$ cat src/rtl/fle_carry_accumulator.sv
// Registered accumulator wrapped around a WIDTH-long ripple of CARRY cells.
// Each enabled edge clears, loads, or adds/subtracts D; overflow is sticky.
module fle_carry_accumulator #(
  parameter int WIDTH = 8
) (
  input  logic             C,
  input  logic             R,
  input  logic             E,
  input  logic             CLR,
  input  logic             LOAD,
  input  logic             SUB,
  input  logic             CIN,
  input  logic [WIDTH-1:0] D,
  output logic [WIDTH-1:0] Q,
  output logic             COUT,
  output logic             OVF,
  output logic             VALID
);

  logic [WIDTH-1:0] q_q,     q_d;
  logic             cout_q,  cout_d;
  logic             ovf_q,   ovf_d;
  logic             valid_q, valid_d;

  logic [WIDTH-1:0] b_op;
  logic [WIDTH-1:0] prop;
  logic [WIDTH-1:0] gen;
  logic [WIDTH-1:0] sum;
  logic [WIDTH:0]   carry;
  logic             ripple;

  // Propagate/generate feed the carry cells; c[i] is the carry into bit i.
  always_comb begin
    // NOTE: every variable gets a value before any branch or loop, so no latch can be inferred.
    b_op   = SUB ? ~D : D;
    prop   = q_q ^ b_op;
    gen    = q_q & b_op;
    sum    = '0;
    carry  = '0;
    ripple = SUB | CIN;
    for (int i = 0; i < WIDTH; i++) begin
      carry[i] = ripple;
      sum[i]   = prop[i] ^ ripple;
      ripple   = prop[i] ? ripple : gen[i];
    end
    carry[WIDTH] = ripple;
  end

  // Priority CLR > LOAD > arithmetic, all gated by E; VALID mirrors E one edge later.
  always_comb begin
    q_d     = q_q;
    cout_d  = cout_q;
    ovf_d   = ovf_q;
    valid_d = E;
    if (E) begin
      if (CLR) begin
        q_d    = '0;
        cout_d = 1'b0;
        ovf_d  = 1'b0;
      end else if (LOAD) begin
        q_d    = D;
        cout_d = 1'b0;
        ovf_d  = 1'b0;
      end else begin
        q_d    = sum;
        cout_d = carry[WIDTH];
        ovf_d  = ovf_q | (carry[WIDTH] ^ carry[WIDTH-1]);
      end
    end
  end

  always_ff @(posedge C or posedge R) begin
    if (R) begin
      q_q     <= '0;
      cout_q  <= 1'b0;
      ovf_q   <= 1'b0;
      valid_q <= 1'b0;
    end else begin
      // NOTE: non-blocking assignments so every flop samples pre-edge values.
      q_q     <= q_d;
      cout_q  <= cout_d;
      ovf_q   <= ovf_d;
      valid_q <= valid_d;
    end
  end

  assign Q     = q_q;
  assign COUT  = cout_q;
  assign OVF   = ovf_q;
  assign VALID = valid_q;

endmodule
$ cat config.mk
export PLATFORM = sky130hd
export DESIGN_NAME = fle_carry_accumulator
export DESIGN_NICKNAME = d
export VERILOG_FILES = /design/src/rtl/fle_carry_accumulator.sv
export SDC_FILE = /design/constraint.sdc
export NUM_CORES = 1
export LEC_CHECK = 0
export ABC_AREA = 1
export CELL_PAD_IN_SITES_DETAIL_PLACEMENT = 1
export CELL_PAD_IN_SITES_GLOBAL_PLACEMENT = 2
export CORE_UTILIZATION = 28
export CTS_BUF_LIST = sky130_fd_sc_hd__clkbuf_4 sky130_fd_sc_hd__clkbuf_8 sky130_fd_sc_hd__clkbuf_16
export DETAILED_ROUTE_END_ITERATION = 6
export PLACE_DENSITY_LB_ADDON = 0.2
export SLEW_MARGIN = 20
export SYNTH_ARGS = -nofsm -noshare
export SYNTH_HDL_FRONTEND = slang
export SYNTH_SLANG_ARGS = --single-unit
$ cat constraint.sdc
create_clock -name C -period 5.9 [get_ports C]
set_input_delay 0.59 -clock C [delete_from_list [all_inputs] [get_ports C]]
set_output_delay 0.59 -clock C [all_outputs]
set_load 0.1 [all_outputs]
# ---- Word level (Yosys, flattened, before mapping)
# Index checks and enable logic that the tools add are counted.
dict set report totals {
  inputBits 15
  word_cells 33
  regBits 11
}
dict set report classes {
  n_mux 15
  bitwise_logic 14
}
# cell count
set ops {}
lappend ops {{$mux 8} 3}
lappend ops {{$mux 1} 12}
lappend ops {{$xor 1x1->1} 9}
lappend ops {{$and 8x8->8} 1}
lappend ops {{$not 8->8} 1}
lappend ops {{$xor 8x8->8} 1}
lappend ops {{$or 1x1->1} 2}

# ---- Logic depth before layout (Yosys ltp)
# Gate-level depths: netlist of run 1.
dict set report logic_depth {
  depth_word 15
  depth_mapped 14
}

# ---- Least setup slack after synthesis of run 1
# Ideal clock, no wire load.
dict set report synth_path {
  kind {reg2reg}
  startpoint {register q_q[0], in the netlist Q[0]}
  endpoint {register q_q[7], in the netlist Q[7]}
  path_buffers 0
  arrival_ps 4557
  required_ps 5774
  setup_slack_ps 1217
  stages_incl_launch_ff 13
  path_cell_list {dfrtp_1 inv_1 fa_1 fa_1 fa_1 fa_1 fa_1 fa_1 fa_1 fa_1 nand2_2 nand2_1 o22ai_2}
}
dict set report synth_between {
  elab_chain_len 11
}
# item line_no
set synth_rtl {}
lappend synth_rtl {{from (decl)} 20} ;# logic [WIDTH-1:0] q_q, q_d;
lappend synth_rtl {{from (signal assigned)} 80} ;# q_q <= q_d;
lappend synth_rtl {{$and 8x8->8 or $xor 8x8->8 (tied branches)} {37, 36}}
lappend synth_rtl {{$mux 1 (*) (7 in series)} 44} ;# ripple = prop[i] ? ripple : gen[i];
lappend synth_rtl {{$xor 1x1->1 (*)} 43} ;# sum[i] = prop[i] ^ ripple;
lappend synth_rtl {{$mux 8 (*)} 60} ;# end else if (LOAD) begin
lappend synth_rtl {{$mux 8 (*)} 56} ;# if (CLR) begin
# Mark *: on every way between the ends. The rest lies on a longest branch, timed or not.
# A chain may end at the register's enable or synchronous reset.

# ---- Worst setup path after layout of run 1
dict set report layout_path {
  startpoint {input port SUB}
  endpoint {register q_q[7], in the netlist Q[7]}
}
dict set report layout_between {
  elab_chain_len 12
}
# item line_no
set layout_rtl {}
lappend layout_rtl {{from (decl)} 11} ;# input logic SUB,
lappend layout_rtl {{$mux 8} 35} ;# b_op = SUB ? ~D : D;
lappend layout_rtl {{$and 8x8->8 or $xor 8x8->8 (tied branches)} {37, 36}}
lappend layout_rtl {{$mux 1 (7 in series)} 44}
lappend layout_rtl {{$xor 1x1->1 (*)} 43}
lappend layout_rtl {{$mux 8 (*)} 60}
lappend layout_rtl {{$mux 8 (*)} 56}
# Marks and branches as above.

==> impl_metrics.yaml, run 1 <==
timing:
  setup_violation_total_in_the_final_timing_report: 0
  final_setup_slack_of_the_worst_path_ps: 1130
  clock.fmax_mhz: 210
  timing.final.hold_violations: 0
  finalCriticalPeriod_ps: 4770
  tightestPinTransition_ps: 976
  drv_slew: 0
  rsz0062_at_grt: "no"
  totalNegativeSetupSlack_ps: 0
  finalCritPeriodShare_pct: 80.8
  clock-skew-final_ps: 1.66
  worst_slew_margin_rel_pct: 34.7
yosys:
  synth.most_common_cell: "nand2_1"
  top_cells_by_area_in_the_synthesized_netlist: "dfrtp_1, fa_1, xnor2_1"
  netlist_area_sq_um: 808
  post-synth-top-area-fraction_pct: 34.1
  synth_nets: 110
  number_of_enable_type_register_cells_in_the_synthesized_netlist: 0
  synth.top_cells.by_count: "nand2_1, inv_1, dfrtp_1, nor2_1"
  yosysWarningCount: 0
  sequential_cell_area_fraction_in_the_yosys_report_pct: 34.1
  netlist-cell-type-count: 16
  yosys_most_used_dff: "dfrtp_1"
  async_reset_ff_share_pct: 100
  gate_count_post_synth: 87
  synth.avg_cell_area_sq_um: 9.29
  postSynthRegisterBits: 11
  synth_area_leader_cell: "dfrtp_1"
worst_setup_path:
  crit_path_start_kind: "input port"
  worstSetupEndpointType: "flop"
  critical-path-max-stage-delay_ps: 550
  crit_arrival_ps: 4910
  cp_cell_sequence: "clkdlybuf4s50_1 > buf_4 > xnor2_1 > fa_1 > fa_1 > fa_1 > fa_1 > fa_1 > fa_1 > fa_1 > fa_1 > nand2_2 > nand2_1 > o22ai_2"
  critical_path.most_common_cell: "fa_1"
  cp_max_fo: 9
  required_time_of_the_worst_setup_path_ps: 6040
  critPathSlowestCell: "fa_1"
  critPathKind: "in2reg"
route:
  routed_wl_microns: 1960
  vias_per_cell: 4.56
  ant_nets: 0
  routed-wl-met3_microns: 110
  drc_errors: 0
  drt-wirelength-per-cell_microns: 13.5
  topRoutingLayerUsed: "met4"
  iteration_count_of_the_initial_detailed_routing_pass: 4
  drt_iter0_drc: 6
  vias: 661
  drt-met1-wl_microns: 885
  met2RoutedLength_microns: 917
floorplanning:
  die_width_microns: 55.7
  fp.dieArea_sq_um: 3110
  number_of_placed_i_o_pins: 26
  floorplan.rows: 19
  core_area_sq_um: 2730
  initial_utilization_pct: 29.6
  die_h_microns: 55.7
clocking:
  cts_root_buf: "clkbuf_4"
  clock_latency_ps: 270
  post_cts.resized_instances: 0
  post-cts-setup-buffers: 0
  clock_sinks: 11
  clock_tree_from_tritoncts: "done"
  cts_inserted_buffers: 3
  cts_max_level: 1
  clk_transition_reported_paths_ps: 80
  ctsHoldBuffers: 0
  clockBufferDepth: 2
global_route:
  number_of_global_route_vias_before_repair: 756
  antenna_violations_before_repair: 0
  grt_first_pass_wirelength_microns: 3510
  grt_util_all_layers_pct: 14.6
  grt_max_degree: 17
  grt_overflow_total: 0
cells_and_area:
  layout-area-overhead-vs-synth_pct: 37.2
  drive_above_1_share_pct: 11.4
  post_layout_inst_area_sq_um: 1110
  filler_cell_count: 338
  layoutNonFillerInstCount: 145
  insertedDiodeCount: 0
  num-nets-final: 138
pwr:
  p_leak_nw: 0.480
  powerDensity_nw_per_um2: 307
  vdd.ir_drop.worst_v: 0.000167
worst_hold_path:
  hold_class: "reg2reg"
status:
  run_status: "finished, final reports clean"
placement:
  detailedPlace.worstSlack_ps: 785
  gp_congestion: 0.717
  dpl.hpwl_microns: 1460
  detailed_place.area_sq_um: 1080
  io_buffer_count: 25
  dp_cells: 141
job:
  max_cap_viol_count: 0
[where the power goes]
group | leakage [nW] | total, mW | internal, mW | switching (mW)
sequential | 0.141 | 0.0911 | 0.0858 | 0.00523
combinational | 0.320 | 0.190 | 0.0580 | 0.132
clock | 0.0184 | 0.0590 | 0.0308 | 0.0283
total | 0.480 | 0.340 | 0.175 | 0.166
[worst paths after layout]
check,endpoint,slack [ps],startpoint,cells past startpoint
max in group asynchronous,Q[5],4920,R,2
min in group asynchronous,VALID,640,R,2
setup / recovery,Q[7],1130,SUB,14
setup reg to reg,Q[7],1770,Q[0],12
hold / removal,COUT,490,COUT,2
hold reg to reg,COUT,490,COUT,2
[sequential cells by signal (all words and copies together), names as in the netlist]
register and cells:
Q 8, COUT 1, OVF 1, VALID 1
[critical path, delay by kind of cell]
family                   cells  cell delay, ps
XOR/XNOR                     1             110
AND/OR/NAND/NOR              2             140
adder cells (fa/ha/maj)      8            3350
AO/OA/AOI/OAI                1              60
buffers and inverters        2             650
[metal layers]
metal | track usage [%] | vias to the layer above
li1 | - | 319
met1 | 18.6 | 314
met2 | 23.6 | 22
met3 | 5.58 | 6
met4 | 3.21 | 0
met5 | 0 | -
[cell type report]
type                            count  area (sq um)  share of cell area [%]
Timing Repair Buffer               26           258                    23.3
Inverter                           14          52.6                    4.74
Tap cell                           31          38.8                    3.50
Sequential cell                    11           275                    24.8
Clock buffer                        4          30.0                    2.71
Multi-Input combinational cell     59           454                    41.0
[cell usage in the layout, fill, tap and decap left out, drive strengths merged]
master,n
nor2,12
dfrtp,11
buf,1
clkdlybuf4s50,25
clkbuf,4
o22ai,8
nand3,2
fa,8
inv,14
a21oi,1
xnor2,8
nand2,20
[through the flow]
step / hold slack, ps / total power, mW / util [%]
6_report: 486 / 0.340 / 40.5
3_3_place_gp: 471 / 0.281 / 39.5
5_1_grt: 507 / 0.363 / 40.5
2_1_floorplan: 442 / 0.236 / -
4_1_cts: 492 / 0.347 / 40.5
3_5_place_dp: 469 / 0.285 / 39.5
[cell families after synthesis]
family,Yosys count,share of synthesized area (%)
and+or+nand+nor,34,19.3
AOI/OAI and AO/OA,9,8.36
DFF,11,34.1
buffers and inverters,17,9.75
adders and majority gates,8,19.8
xor gates and xnor gates,8,8.67
Note: power is estimated with default switching activity, not from simulation.
==> run 2, diff against run 1 <==
--- a/config.mk
+++ b/config.mk
@@ -8,7 +8,7 @@
 export ABC_AREA = 1
 export CELL_PAD_IN_SITES_DETAIL_PLACEMENT = 1
 export CELL_PAD_IN_SITES_GLOBAL_PLACEMENT = 2
-export CORE_UTILIZATION = 28
+export CORE_UTILIZATION = 24
 export CTS_BUF_LIST = sky130_fd_sc_hd__clkbuf_4 sky130_fd_sc_hd__clkbuf_8 sky130_fd_sc_hd__clkbuf_16
 export DETAILED_ROUTE_END_ITERATION = 6
 export PLACE_DENSITY_LB_ADDON = 0.2
==> constraint.sdc (replaced) <==
create_clock -name C -period 4.2 [get_ports C]
set_input_delay 0.42 -clock C [delete_from_list [all_inputs] [get_ports C]]
set_output_delay 0.42 -clock C [all_outputs]
set_load 0.1 [all_outputs]
==> run 2 against run 1 <==
  * Worst hold slack worse by 21 ps
  * Register-to-register slack worse by 1400 ps
  * First-iteration DRC count stayed put
  * Largest cell class unchanged
==> impl_metrics.yaml, run 2 (same netlist as run 1, synthesis figures left out) <==
status:
  run_status: "finished, final reports clean"
worst_setup_path:
  critical_path.top_delay_family: "adder cells"
  required_time_of_the_worst_setup_path_ps: 4340
  crit_path_start_kind: "input port"
  cp_cell_sequence: "clkdlybuf4s50_1 > nor2_1 > fa_2 > fa_1 > fa_2 > fa_2 > fa_2 > fa_2 > fa_2 > fa_1 > nand2_2 > nand2_1 > o22ai_2"
  startpoint: "CIN"
  critical-path-max-stage-delay_ps: 530
  crit_arrival_ps: 4160
  setup.reg_to_reg.worst_slack_ps: 350
  reg2reg_depth: 12
  reg2reg_from: "Q[0]"
  worstReg2RegEnd: "Q[7]"
  critPathKind: "in2reg"
  worstSetupEndpointType: "flop"
  cp_max_fo: 2
  cp_num_buf_inv: 1
  critical_path_depth: 13
  capturing_element_of_the_worst_setup_path: "Q[7]"
  critPathSlowestCell: "fa_1"
  critical_path.most_common_cell: "fa_2"
route:
  vias_per_cell: 4.22
  drt-wirelength-per-cell_microns: 12.4
  drt_iter0_drc: 6
  vias: 675
  routed_wl_microns: 1980
  iteration_count_of_the_initial_detailed_routing_pass: 2
  drc_errors: 0
  ant_nets: 0
floorplanning:
  floorplan.rows: 20
  die_h_microns: 60.0
  fp.dieArea_sq_um: 3600
  die_width_microns: 60.0
  initial_utilization_pct: 25.8
  core_area_sq_um: 3130
  number_of_placed_i_o_pins: 26
clocking:
  clock_latency_ps: 280
  cts_root_buf: "clkbuf_4"
  cts_max_level: 1
  cts_inserted_buffers: 3
  clock_tree_from_tritoncts: "done"
  ctsHoldBuffers: 0
  clk_transition_reported_paths_ps: 80
  clockBufferDepth: 2
  clock_sinks: 11
  post-cts-setup-buffers: 0
timing:
  finalCriticalPeriod_ps: 4020
  finalCritPeriodShare_pct: 95.8
  rsz0062_at_grt: "no"
  clock-skew-final_ps: 4.17
  final_setup_slack_of_the_worst_path_ps: 178
  fin_worst_hold_slack_ps: 465
  setup_violation_total_in_the_final_timing_report: 0
  drv_slew: 0
  timing.final.hold_violations: 0
  worst_slew_margin_rel_pct: 34.9
  clock.fmax_mhz: 249
  tightestPinTransition_ps: 974
global_route:
  grt_overflow_total: 0
  grt_first_pass_wirelength_microns: 3400
  grt_util_all_layers_pct: 13.3
  antenna_violations_before_repair: 0
  grt_max_degree: 17
  number_of_global_route_vias_before_repair: 788
cells_and_area:
  num-nets-final: 140
  insertedDiodeCount: 0
  filler_cell_count: 372
  layout.area.seq_sq_um: 280
  multiInputGateArea_sq_um: 477
  drive_above_1_share_pct: 21.6
  largest_register_ffs: 8
  layout-area-overhead-vs-synth_pct: 44.6
  post_layout_inst_area_sq_um: 1170
  layout_commonest_cell: "clkdlybuf4s50_1"
  final_cell_mix: "clkdlybuf4s50_1, nand2_1, inv_1, nor2_1, dfrtp_1"
placement:
  dpl.hpwl_microns: 1530
  io_buffer_count: 25
  gp_congestion: 0.708
  detailedPlace.worstSlack_ps: -485
  detailed_place.area_sq_um: 1120
pwr:
  vdd.ir_drop.worst_v: 0.000167
  finalPower_mw: 0.490
  powerDensity_nw_per_um2: 419
  p_leak_nw: 0.499
job:
  max_cap_viol_count: 0
worst_hold_path:
  hold_class: "in2async"
==> run 2: layout make-up <==
class	count	share of cell area (%)
Multi-Input combinational cell	59	40.8
Clock buffer	4	2.57
Sequential cell	11	24.0
Tap cell	44	4.71
Timing Repair Buffer	28	23.4
Inverter	14	4.50
==> run 2: worst min path at each step <==
stage / cells after the start / from / to / slack (ps)
floorplan: 1 / R / COUT / 270
global placement: 2 / COUT / COUT / 470
detailed placement: 2 / COUT / COUT / 500
CTS: 2 / R / OVF / 490
global route: 2 / R / Q[0] / 500
finish: 2 / R / Q[0] / 460
==> run 2: routing by layer <==
layer	wire [microns]	GRT usage (%)	part of all wire, %
met1	851	15.4	43
met3	101	4.98	5.1
met5	0	0	0
met4	8	5.65	0.40
met2	1020	22.1	51
==> run 2: report_power, final <==
part	total [mW]	switching [mW]	internal [mW]
logic	0.277	0.189	0.0889
clock network	0.0833	0.0400	0.0433
registers	0.129	0.00777	0.122
total	0.490	0.236	0.254
==> run 2: stage by stage <==
stage | setup TNS, ps | util [%] | std cells
4_1_cts | 0 | 37.0 | 160
2_1_floorplan | 0 | - | 87
3_5_place_dp | -1360 | 35.9 | 156
3_3_place_gp | -1070 | 35.9 | 156
5_1_grt | 0 | 37.4 | 160
6_report | 0 | 37.4 | 160
==> run 2: repair_timing <==
item | CTS | global route
gates resized for setup | 3 | 3
setup endpoints to repair | 3 | 3
pin swaps | 1 | 0
==> run 3, diff against run 2 <==
--- a/config.mk
+++ b/config.mk
@@ -9,9 +9,8 @@
 export CELL_PAD_IN_SITES_DETAIL_PLACEMENT = 1
 export CELL_PAD_IN_SITES_GLOBAL_PLACEMENT = 2
 export CORE_UTILIZATION = 24
-export CTS_BUF_LIST = sky130_fd_sc_hd__clkbuf_4 sky130_fd_sc_hd__clkbuf_8 sky130_fd_sc_hd__clkbuf_16
 export DETAILED_ROUTE_END_ITERATION = 6
-export PLACE_DENSITY_LB_ADDON = 0.2
+export PLACE_DENSITY_LB_ADDON = 0.08
 export SLEW_MARGIN = 20
 export SYNTH_ARGS = -nofsm -noshare
 export SYNTH_HDL_FRONTEND = slang
==> run 3 against run 2 <==
  * Clock skew fell by 3.5 ps
  * Die area stayed put
  * Sequential share of layout area about the same
  * Highest routed layer unchanged
  * Critical path type unchanged
  * Clock power is 5.2% lower
  * Global-route usage about the same
  * Largest cell class unchanged
  * Routed wire length increased by 2.6%
==> impl_metrics.yaml, run 3 (same netlist as run 1, synthesis figures left out) <==
worst_setup_path:
  cp_max_fo: 2
  critical-path-max-stage-delay_ps: 520
  critical_path.most_common_cell: "fa_2"
  critical_path.top_delay_family: "adder cells"
  worstSetupEndpointType: "flop"
  required_time_of_the_worst_setup_path_ps: 4340
  cp_num_buf_inv: 1
  crit_path_start_kind: "input port"
  critPathKind: "in2reg"
  cp_cell_sequence: "clkdlybuf4s50_1 > nor2_1 > fa_2 > fa_2 > fa_2 > fa_2 > fa_2 > fa_2 > fa_2 > fa_1 > nand2_2 > nand2_1 > o22ai_2"
  critPathSlowestCell: "fa_1"
  crit_arrival_ps: 4170
global_route:
  grt_overflow_total: 0
  grt_util_all_layers_pct: 13.4
  grt_first_pass_wirelength_microns: 3390
  number_of_global_route_vias_before_repair: 720
  grt_max_degree: 17
  antenna_violations_before_repair: 0
clocking:
  clock_tree_from_tritoncts: "done"
  clockBufferDepth: 2
  cts_inserted_buffers: 3
  clock_latency_ps: 270
  cts_root_buf: "clkbuf_4"
  clk_transition_reported_paths_ps: 80
  clock_sinks: 11
  cts_max_level: 1
  ctsHoldBuffers: 0
timing:
  rsz0062_at_grt: "no"
  fin_worst_hold_slack_ps: 458
  drv_slew: 0
  worst_slew_margin_rel_pct: 34.9
  finalCriticalPeriod_ps: 4030
  clock-skew-final_ps: 0.710
  finalCritPeriodShare_pct: 96.0
  timing.final.hold_violations: 0
  setup_violation_total_in_the_final_timing_report: 0
  tightestPinTransition_ps: 973
  final_setup_slack_of_the_worst_path_ps: 168
  clock.fmax_mhz: 248
  totalNegativeSetupSlack_ps: 0
placement:
  dp_cells: 154
  detailedPlace.worstSlack_ps: -525
  io_buffer_count: 25
  detailed_place.area_sq_um: 1110
  dpl.hpwl_microns: 1540
  gp_congestion: 0.736
route:
  vias: 691
  drc_errors: 0
  ant_nets: 0
  vias_per_cell: 4.32
  routed_wl_microns: 2030
  drt-wirelength-per-cell_microns: 12.7
  drt_iter0_drc: 12
  iteration_count_of_the_initial_detailed_routing_pass: 4
pwr:
  power.combinational.fraction_pct: 57.4
  finalPower_mw: 0.488
  powerDensity_nw_per_um2: 418
  power.switching_mw: 0.239
  power.clock.fraction_pct: 16.2
  power.share.switching_pct: 49.0
  power.internal_mw: 0.249
  p_leak_nw: 0.495
  vdd.ir_drop.worst_v: 0.000147
  relative_contribution_of_sequential_cells_to_total_power_pct: 26.4
floorplanning:
  die_width_microns: 60.0
  number_of_placed_i_o_pins: 26
  floorplan.rows: 20
  core_area_sq_um: 3130
  die_h_microns: 60.0
  fp.dieArea_sq_um: 3600
  initial_utilization_pct: 25.8
cells_and_area:
  insertedDiodeCount: 0
  post_layout_inst_area_sq_um: 1170
  final_core_utilization_pct: 37.3
  layoutNonFillerInstCount: 160
  largest_register_ffs: 8
  layout_commonest_cell: "clkdlybuf4s50_1"
  num-nets-final: 140
  drive_above_1_share_pct: 21.6
  layout-area-overhead-vs-synth_pct: 44.4
  final_cell_mix: "clkdlybuf4s50_1, nand2_1, inv_1, nor2_1, dfrtp_1"
worst_hold_path:
  hold_class: "in2async"
status:
  run_status: "finished, final reports clean"
job:
  max_cap_viol_count: 0
==> run 3: cell type report <==
cell class / count / area, sq um
clock buffer: 4 / 26.3
fill: 380 / 1960
inverter: 14 / 52.6
multi-input combinational: 59 / 479
sequential: 11 / 280
tap: 44 / 55.1
timing repair buffer: 28 / 274
==> run 3: timing repair <==
item	in CTS	in global routing
pin swaps	1	1
setup endpoints to repair	3	3
gates cloned	0	0
setup buffers	1	1
gates resized for setup	4	3
==> run 3: routing by layer <==
metal  wire length [microns]  track usage, %  part of all wire (%)
met2                     968            22.9                    48
met5                       0               0                     0
met1                     879            15.7                    43
met3                     162            5.19                   8.0
met4                      19            2.99                  0.94
==> run 3: worst paths after layout <==
check	startpoint	to	slack, ps	cells past startpoint
max in group asynchronous	R	Q[0]	3370	2
hold reg to reg	COUT	COUT	490	2
min in group C	COUT	COUT	490	2
setup / recovery	CIN	Q[7]	170	13
setup reg to reg	Q[0]	Q[7]	320	12
hold / removal	R	VALID	460	2
==> run 3: power by group through the flow <==
stage | registers (mW) | logic [mW] | clock network [mW]
floorplan | 0.241 | 0.0957 | 0
global placement | 0.131 | 0.270 | 0
detailed placement | 0.132 | 0.274 | 0
CTS | 0.129 | 0.278 | 0.0815
global route | 0.131 | 0.301 | 0.0883
finish | 0.129 | 0.280 | 0.0790
